--- config.mk ---
export PLATFORM = sky130hd
export DESIGN_NAME = mem_access
export DESIGN_NICKNAME = d
export VERILOG_FILES = /design/src/rtl/mem_access.sv
export SDC_FILE = /design/constraint.sdc
export NUM_CORES = 1
export LEC_CHECK = 0
export ABC_AREA = 1
export BUFFER_PORTS_ARGS = -buffer_cell sky130_fd_sc_hd__clkbuf_2
export CAP_MARGIN = 20
export CORE_MARGIN = 2
export CORE_UTILIZATION = 45
export CTS_CLUSTER_SIZE = 16
export DETAILED_ROUTE_END_ITERATION = 10
export PLACE_DENSITY_LB_ADDON = 0.12
export SYNTH_ARGS = -nofsm -noshare
export SYNTH_HDL_FRONTEND = slang
export SYNTH_SLANG_ARGS = --single-unit
--- constraint.sdc ---
create_clock -name clk_in -period 2.4 [get_ports clk_in]
set_input_delay 0.48 -clock clk_in [delete_from_list [all_inputs] [get_ports clk_in]]
set_output_delay 0.48 -clock clk_in [all_outputs]
set_load 0.05 [all_outputs]
--- src/rtl/mem_access.sv ---
// Memory-access stage of the RV32I pipeline.
// Splits loads and stores into byte-serial transfers on an 8-bit memory port,
// assembles load results with sign/zero extension, and holds the upstream
// pipeline with a stall request until the access has finished.
module mem_access (
  input  logic        clk_in,
  input  logic        rst_in,
  input  logic [31:0] rd_data_i,
  input  logic [4:0]  rd_addr_i,
  input  logic        rd_write_enable_i,
  input  logic        load_enable_i,
  input  logic        store_enable_i,
  input  logic [31:0] load_store_addr_i,
  input  logic [31:0] store_data_i,
  input  logic [2:0]  funct3_i,
  output logic        mem_req_o,
  output logic        mem_wr_o,
  output logic [31:0] mem_addr_o,
  output logic [7:0]  mem_wdata_o,
  input  logic [7:0]  mem_rdata_i,
  input  logic        mem_ready_i,
  output logic [31:0] rd_data_o,
  output logic [4:0]  rd_addr_o,
  output logic        rd_write_enable_o,
  output logic        stall_req_o
);

  typedef enum logic [1:0] {
    IDLE = 2'd0,
    BUSY = 2'd1,
    DONE = 2'd2
  } state_t;

  state_t      state;
  state_t      state_nxt;
  logic [1:0]  cnt;
  logic [1:0]  cnt_nxt;
  logic [2:0]  len;
  logic [31:0] buffer;

  // Operands captured when an access is accepted; never reset, they are
  // always rewritten before use.
  logic [31:0] base;
  logic [31:0] sdata;
  logic [2:0]  f3;
  logic        is_store;

  logic        start;
  logic        last;

  // Byte count of an access from the size bits of funct3.
  function automatic logic [2:0] len_of(input logic [2:0] fn);
    case (fn[1:0])
      2'b00:   len_of = 3'd1;
      2'b01:   len_of = 3'd2;
      default: len_of = 3'd4;
    endcase
  endfunction

  // Sign- or zero-extend the assembled load word according to funct3.
  function automatic logic [31:0] extend_load(input logic [31:0] word,
                                              input logic [2:0]  fn);
    logic signed [31:0] ext;
    case (fn[1:0])
      2'b00:   ext = fn[2] ? $signed({24'h000000, word[7:0]})
                           : $signed({{24{word[7]}}, word[7:0]});
      2'b01:   ext = fn[2] ? $signed({16'h0000, word[15:0]})
                           : $signed({{16{word[15]}}, word[15:0]});
      default: ext = $signed(word);
    endcase
    extend_load = ext;
  endfunction

  assign start = load_enable_i | store_enable_i;
  assign last  = ({1'b0, cnt} == (len - 3'd1));

  // Control registers: state, byte counter, length and load buffer.
  always_ff @(posedge clk_in or posedge rst_in) begin
    if (rst_in) begin
      state  <= IDLE;
      cnt    <= 2'd0;
      len    <= 3'd0;
      buffer <= 32'h0;
    end else begin
      state <= state_nxt;
      cnt   <= cnt_nxt;
      if (state == IDLE && start) begin
        len    <= len_of(funct3_i);
        buffer <= 32'h0;
      end else if (state == BUSY && mem_ready_i && !is_store) begin
        buffer[{cnt, 3'b000} +: 8] <= mem_rdata_i;
      end
    end
  end

  // Operand capture at acceptance; a load wins over a simultaneous store.
  always_ff @(posedge clk_in) begin
    if (state == IDLE && start) begin
      base     <= load_store_addr_i;
      sdata    <= store_data_i;
      f3       <= funct3_i;
      is_store <= ~load_enable_i;
    end
  end

  // Next-state and byte-counter logic.
  always_comb begin
    state_nxt = state;
    cnt_nxt   = cnt;
    case (state)
      IDLE: begin
        if (start) begin
          state_nxt = BUSY;
          cnt_nxt   = 2'd0;
        end
      end
      BUSY: begin
        if (mem_ready_i) begin
          if (last) state_nxt = DONE;
          else      cnt_nxt   = cnt + 2'd1;
        end
      end
      DONE:    state_nxt = IDLE;
      default: state_nxt = IDLE;
    endcase
  end

  // Output decode; everything is forced to zero while reset is asserted.
  always_comb begin
    mem_req_o         = 1'b0;
    mem_wr_o          = 1'b0;
    mem_addr_o        = 32'h0;
    mem_wdata_o       = 8'h00;
    rd_data_o         = 32'h0;
    rd_addr_o         = 5'd0;
    rd_write_enable_o = 1'b0;
    stall_req_o       = 1'b0;
    if (!rst_in) begin
      case (state)
        IDLE: begin
          if (start) begin
            stall_req_o = 1'b1;
          end else begin
            rd_data_o         = rd_data_i;
            rd_addr_o         = rd_addr_i;
            rd_write_enable_o = rd_write_enable_i;
          end
        end
        BUSY: begin
          mem_req_o   = 1'b1;
          mem_wr_o    = is_store;
          mem_addr_o  = base + {30'h0, cnt};
          mem_wdata_o = sdata[{cnt, 3'b000} +: 8];
          stall_req_o = 1'b1;
        end
        DONE: begin
          rd_addr_o = rd_addr_i;
          if (!is_store) begin
            rd_data_o         = extend_load(buffer, f3);
            rd_write_enable_o = rd_write_enable_i;
          end
        end
        default: begin
          stall_req_o = 1'b0;
        end
      endcase
    end
  end

endmodule

Word-level counts from Yosys, hierarchy flattened --
Cells that the tools add are included.
Word-level totals: flip-flop bits (word level) 107, latch bits 0, bits in writable memories 0, ROM bits 0, bits of input ports 118, output and inout bits 81, logic and storage cells 74, memories kept 0
Cells by class: $add $sub $neg 4, $mul 0, divide/modulo/power cells 0, magnitude comparators 0, eq/ne operators 9, shift-type cells 3, mux-type cells 37, bitwise operators 2, reduce and logical (&&, ||, !) cells 11
Operators with widths (number):
- 32-bit two-way mux | 9
- 32-bit case mux with 2 select lines | 2
- 32-bit by 2-bit adder with 32-bit output | 1
- 32-bit bitwise mux | 1
- 8-bit by 7-bit variable shift with 32-bit output (first input constant) | 1
- 32-bit by 6-bit variable part select with 8-bit output | 1
- 8-bit by 7-bit variable part select with 32-bit output | 1
- 8-bit two-way mux | 2
- 2-bit two-way mux | 6
- 5-bit two-way mux | 2
- 5-bit case mux with 2 select lines | 1
- 1-bit two-way mux | 9
- 2-bit inequality test (second input constant) | 4
- 2-bit case mux with 2 select lines | 2
- 5-bit negation with 7-bit output | 1
- 2-bit by 1-bit == test with 1-bit output (second input constant) | 3
- 2-bit zero test | 3
- 3-bit case mux with 2 select lines | 1
- 1-bit case mux with 2 select lines | 2
- 4-bit AND reduction | 1
- 2-bit nonzero test | 2
- 2-bit by 3-bit == test with 1-bit output | 1
- 1-bit logical AND | 3
- 3-bit AND reduction | 1
- 6 further kinds | 6

Depth between registers and ports, before layout --
word-level depth 5, mapped depth 10, mapped depth without buffers 10

Worst setup path after synthesis --
OpenSTA, ideal clock, no wires.
path kind register -> output, start register state[0], end output port stall_req_o, data arrival time 2393 ps, required time 1920 ps, setup slack -473 ps, stages on the path, launching flop included 7, buffers on the path 1, cell sequence dfrtp_1 nor2_1 inv_2 nor2_8 inv_2 buf_6 a21oi_1
Between the ends: cells in the longest elaborated chain, start to end 3, elaborated cells on any way between the ends 4, those cells by class eq/ne (1); mux (2); reduce/logical (1)
Ends and longest elaborated chain:
- from (decl) | RTL line 34 | state_t state;
- from (signal assigned) | RTL line 85 | state <= state_nxt;
- 2-bit by 1-bit == test with 1-bit output / 2-bit zero test (equally long branches) | RTL line 139 | case (state)
- 1-bit case mux with 2 select lines (*) | RTL line 139
- 1-bit two-way mux (*) | RTL line 138 | if (!rst_in) begin
- to (decl) | RTL line 25 | output logic stall_req_o
Mark *: on every way between the ends. The rest lies on a longest branch, timed or not.

Worst setup path after layout --
start register base[0], end output port mem_addr_o[12]
Between the ends: cells in the longest elaborated chain, start to end 3
Ends and longest elaborated chain:
- from (decl) | RTL line 43 | logic [31:0] base;
- from (signal assigned) | RTL line 99 | base <= load_store_addr_i;
- 32-bit by 2-bit adder with 32-bit output | RTL line 152 | mem_addr_o = base + {30'h0, cnt};
- 32-bit two-way mux | RTL line 139
- 32-bit two-way mux | RTL line 138
- to (decl) | RTL line 18 | output logic [31:0] mem_addr_o,
No other way between the ends.

==> flow_summary.ini <==
[outcome]
status = complete, but fails checks
violations = negative setup slack

[min_path]
min_from = store_data_i[12]
min_path_type = in -> reg

[setup_path]
critical_path_arrival_ns = 2.13
critPathLaunchType = flop
crit_type = reg -> out
path_max_fanout = 7
critPathCaptureType = output port
critPathRequiredTime_ns = 1.92
worstSetupStartpoint = base[0]$_DFFE_PP_
rr_startpoint = cnt[1]$_DFFE_PP0P_

[pwr]
power.share.combinational_pct = 52.2
pwr-share-clk_pct = 17.0
internal_power_mw = 4.96
pwr-share-seq_pct = 30.7
p_per_area_nw_per_um2 = 985
switching_share_pct = 44.8
power_leakage_nw = 3.73
p_sw_mw = 4.03
peakVddDrop_uv = 637

[yosys]
yosysWarnings = 0
syn_inst = 754
ys_ff_latch = 107
avgSynthCellArea_um2 = 7.98
yosysSeqAreaShare_pct = 50.1
netlist_area_um2 = 6020
synth_cell_type_count = 34
synth.net_count = 880

[route]
drt_first_pass_iters = 6
dr_total_vias = 5975
drt_iter0_drc = 623
drt-total-wl_um = 18000
via_per_inst = 5.19
post_drt_wl_per_cell_um = 15.6
drc = 0
ant_nets = 0

[placement]
io_buffers = 198
dpl_cell_area_um2 = 8090
dpl.cell_count = 1119
gp_congestion = 0.895
dp_slack_ns = -0.0292
dp_hpwl_um = 12500

[cells_and_area]
final_nets = 1096
area_growth_syn_to_layout_pct = 51.5
stdcell_count = 1151
design_area_um2 = 9120
most-common-layout-cells = nand2_1, clkbuf_2, nor2_1
layout-drive-gt1-share_pct = 39.3
final_common_cell = nand2_1
diodes = 0

[clocking]
cts-root-buf = clkbuf_16
clock_path_buffers = 2
clk_latency_ns = 0.36
cts_buffers = 9
clk_pin_slew_ns = 0.08
cts_tree = done
htree_levels = 3
cts_num_sinks = 107

[global_routing]
grt_max_degree = 52
grt_overflow_total = 0
grt_pass1_wl_um = 28100
antenna_found_initial = 0
globalRouteTotalUtil_pct = 24.8
grt_pass1_vias = 5724

[die]
dieArea_um2 = 14300
initial_core_util_pct = 45.8
rows = 42
io_pins = 199
die_y_um = 120
fp.dieW_um = 120
core_area_um2 = 13100

[timing]
worst_slew_pin_slew_ns = 0.651
setup_ws_ns = -0.212
maxSlewViolCount = 0
finClkSkew_ns = 0.00678
clock.fmax_mhz = 383
tns_ns = -4.06
slew-limit-headroom_pct = 56.6
setup_viol = 30
rsz0062_at_grt = true
fin_crit_ns = 2.61
fin_crit_sh_pct = 109
final_hold_viol_count = 0
timing.hold.ws_ns = 0.286

[run]
maxCapViolations = 0
-- state kept, by name, indices dropped and copies added (netlist names) --
signal and count:
is_store 1, base 32, len 3, cnt 2
state 2, sdata 32, f3 3, buffer 32
-- worst max-delay path, stage by stage, from the launching register on --
cell and delay, ns:
edfxtp_1 0.42, ha_4 0.19, fa_2 0.39, nand2_4 0.11
nor2_4 0.04, nand2_2 0.10, nor2_4 0.06, buf_4 0.13
o21ai_2 0.11, a21oi_2 0.06, buf_12 0.16
-- routing by layer --
metal	up-vias	wire length [um]	global-route usage (%)
li1	2934	-	-
met1	2788	7730	32.9
met2	220	8710	40.6
met3	33	1170	5.09
met4	0	406	8.24
met5	-	0	0
-- worst paths after layout --
path	depth (start not counted)	endpoint	slack, ns
worst max-delay path	10	mem_addr_o[12]	-0.21
worst min-delay path	1	sdata[12]$_DFFE_PP_	0.29
worst max register to register	7	buffer[13]$_DFFE_PP0P_	0.39
worst min register to register	2	buffer[5]$_DFFE_PP0P_	0.52
max in group asynchronous	4	buffer[7]$_DFFE_PP0P_	1.52
min in group asynchronous	4	buffer[12]$_DFFE_PP0P_	0.59
-- synthesized netlist by cell type, drive strengths merged --
cell	n	area, um2
o211a	1	10.0
buf	17	100
a21oi	68	340
nor3b	5	37.5
ha	7	87.6
nand2	164	631
xor2	2	17.5
clkbuf	11	41.3
o21a	3	22.5
nand4	6	37.5
o22ai	2	25.0
nor3	1	16.3
fa	1	20.0
nand3	52	265
edfxtp	68	2040
a31oi	1	6.26
dfrtp	39	976
nand3b	9	67.6
inv	73	274
or2	1	8.76
xnor2	1	8.76
clkinv	2	7.51
nor2	146	587
a22oi	8	60.1
o21ai	66	330
-- logic make-up after synthesis --
kind of cell    Yosys count  synth area share [%]
fa+ha+maj                 8                  1.79
flops                   107                  50.1
xor+xnor                  3                 0.437
simple gates            384                  27.4
buf+inv                 103                  7.03
compound gates          149                  13.2
-- stage by stage --
step | util (%) | power, mW
4_1_cts | 67.2 | 8.67
6_report | 69.4 | 8.98
3_3_place_gp | 61.6 | 6.79
2_1_floorplan | - | 5.36
3_5_place_dp | 61.6 | 6.83
5_1_grt | 69.4 | 9.44
-- final cells by class --
cell class / instances / area (um2)
well taps: 176 / 220
fillers: 1070 / 4020
clock buffers: 9 / 225
multi-input cells: 545 / 3130
repair buffers: 232 / 2140
flip-flops and latches: 107 / 3020
inverters: 75 / 308
clock inverters: 7 / 75.1
-- power groups by stage --
| stage | clock network (mW) | logic, mW | registers [mW] |
|---|---|---|---|
| final | 1.53 | 4.69 | 2.76 |
| after floorplan | 0 | 2.66 | 2.69 |
| after global placement | 0 | 4.03 | 2.75 |
| after CTS | 1.56 | 4.37 | 2.74 |
| after detailed placement | 0 | 4.08 | 2.76 |
| after global routing | 1.62 | 5.02 | 2.81 |
-- timing repair --
action	4_1_cts	5_1_grt
pin swaps	23	20
hold buffers	0	0
gates resized for setup	111	71
endpoints found under the setup margin	60	76
buffers inserted	7	7
gates cloned	1	3
(Power assumes the default switching activity.)
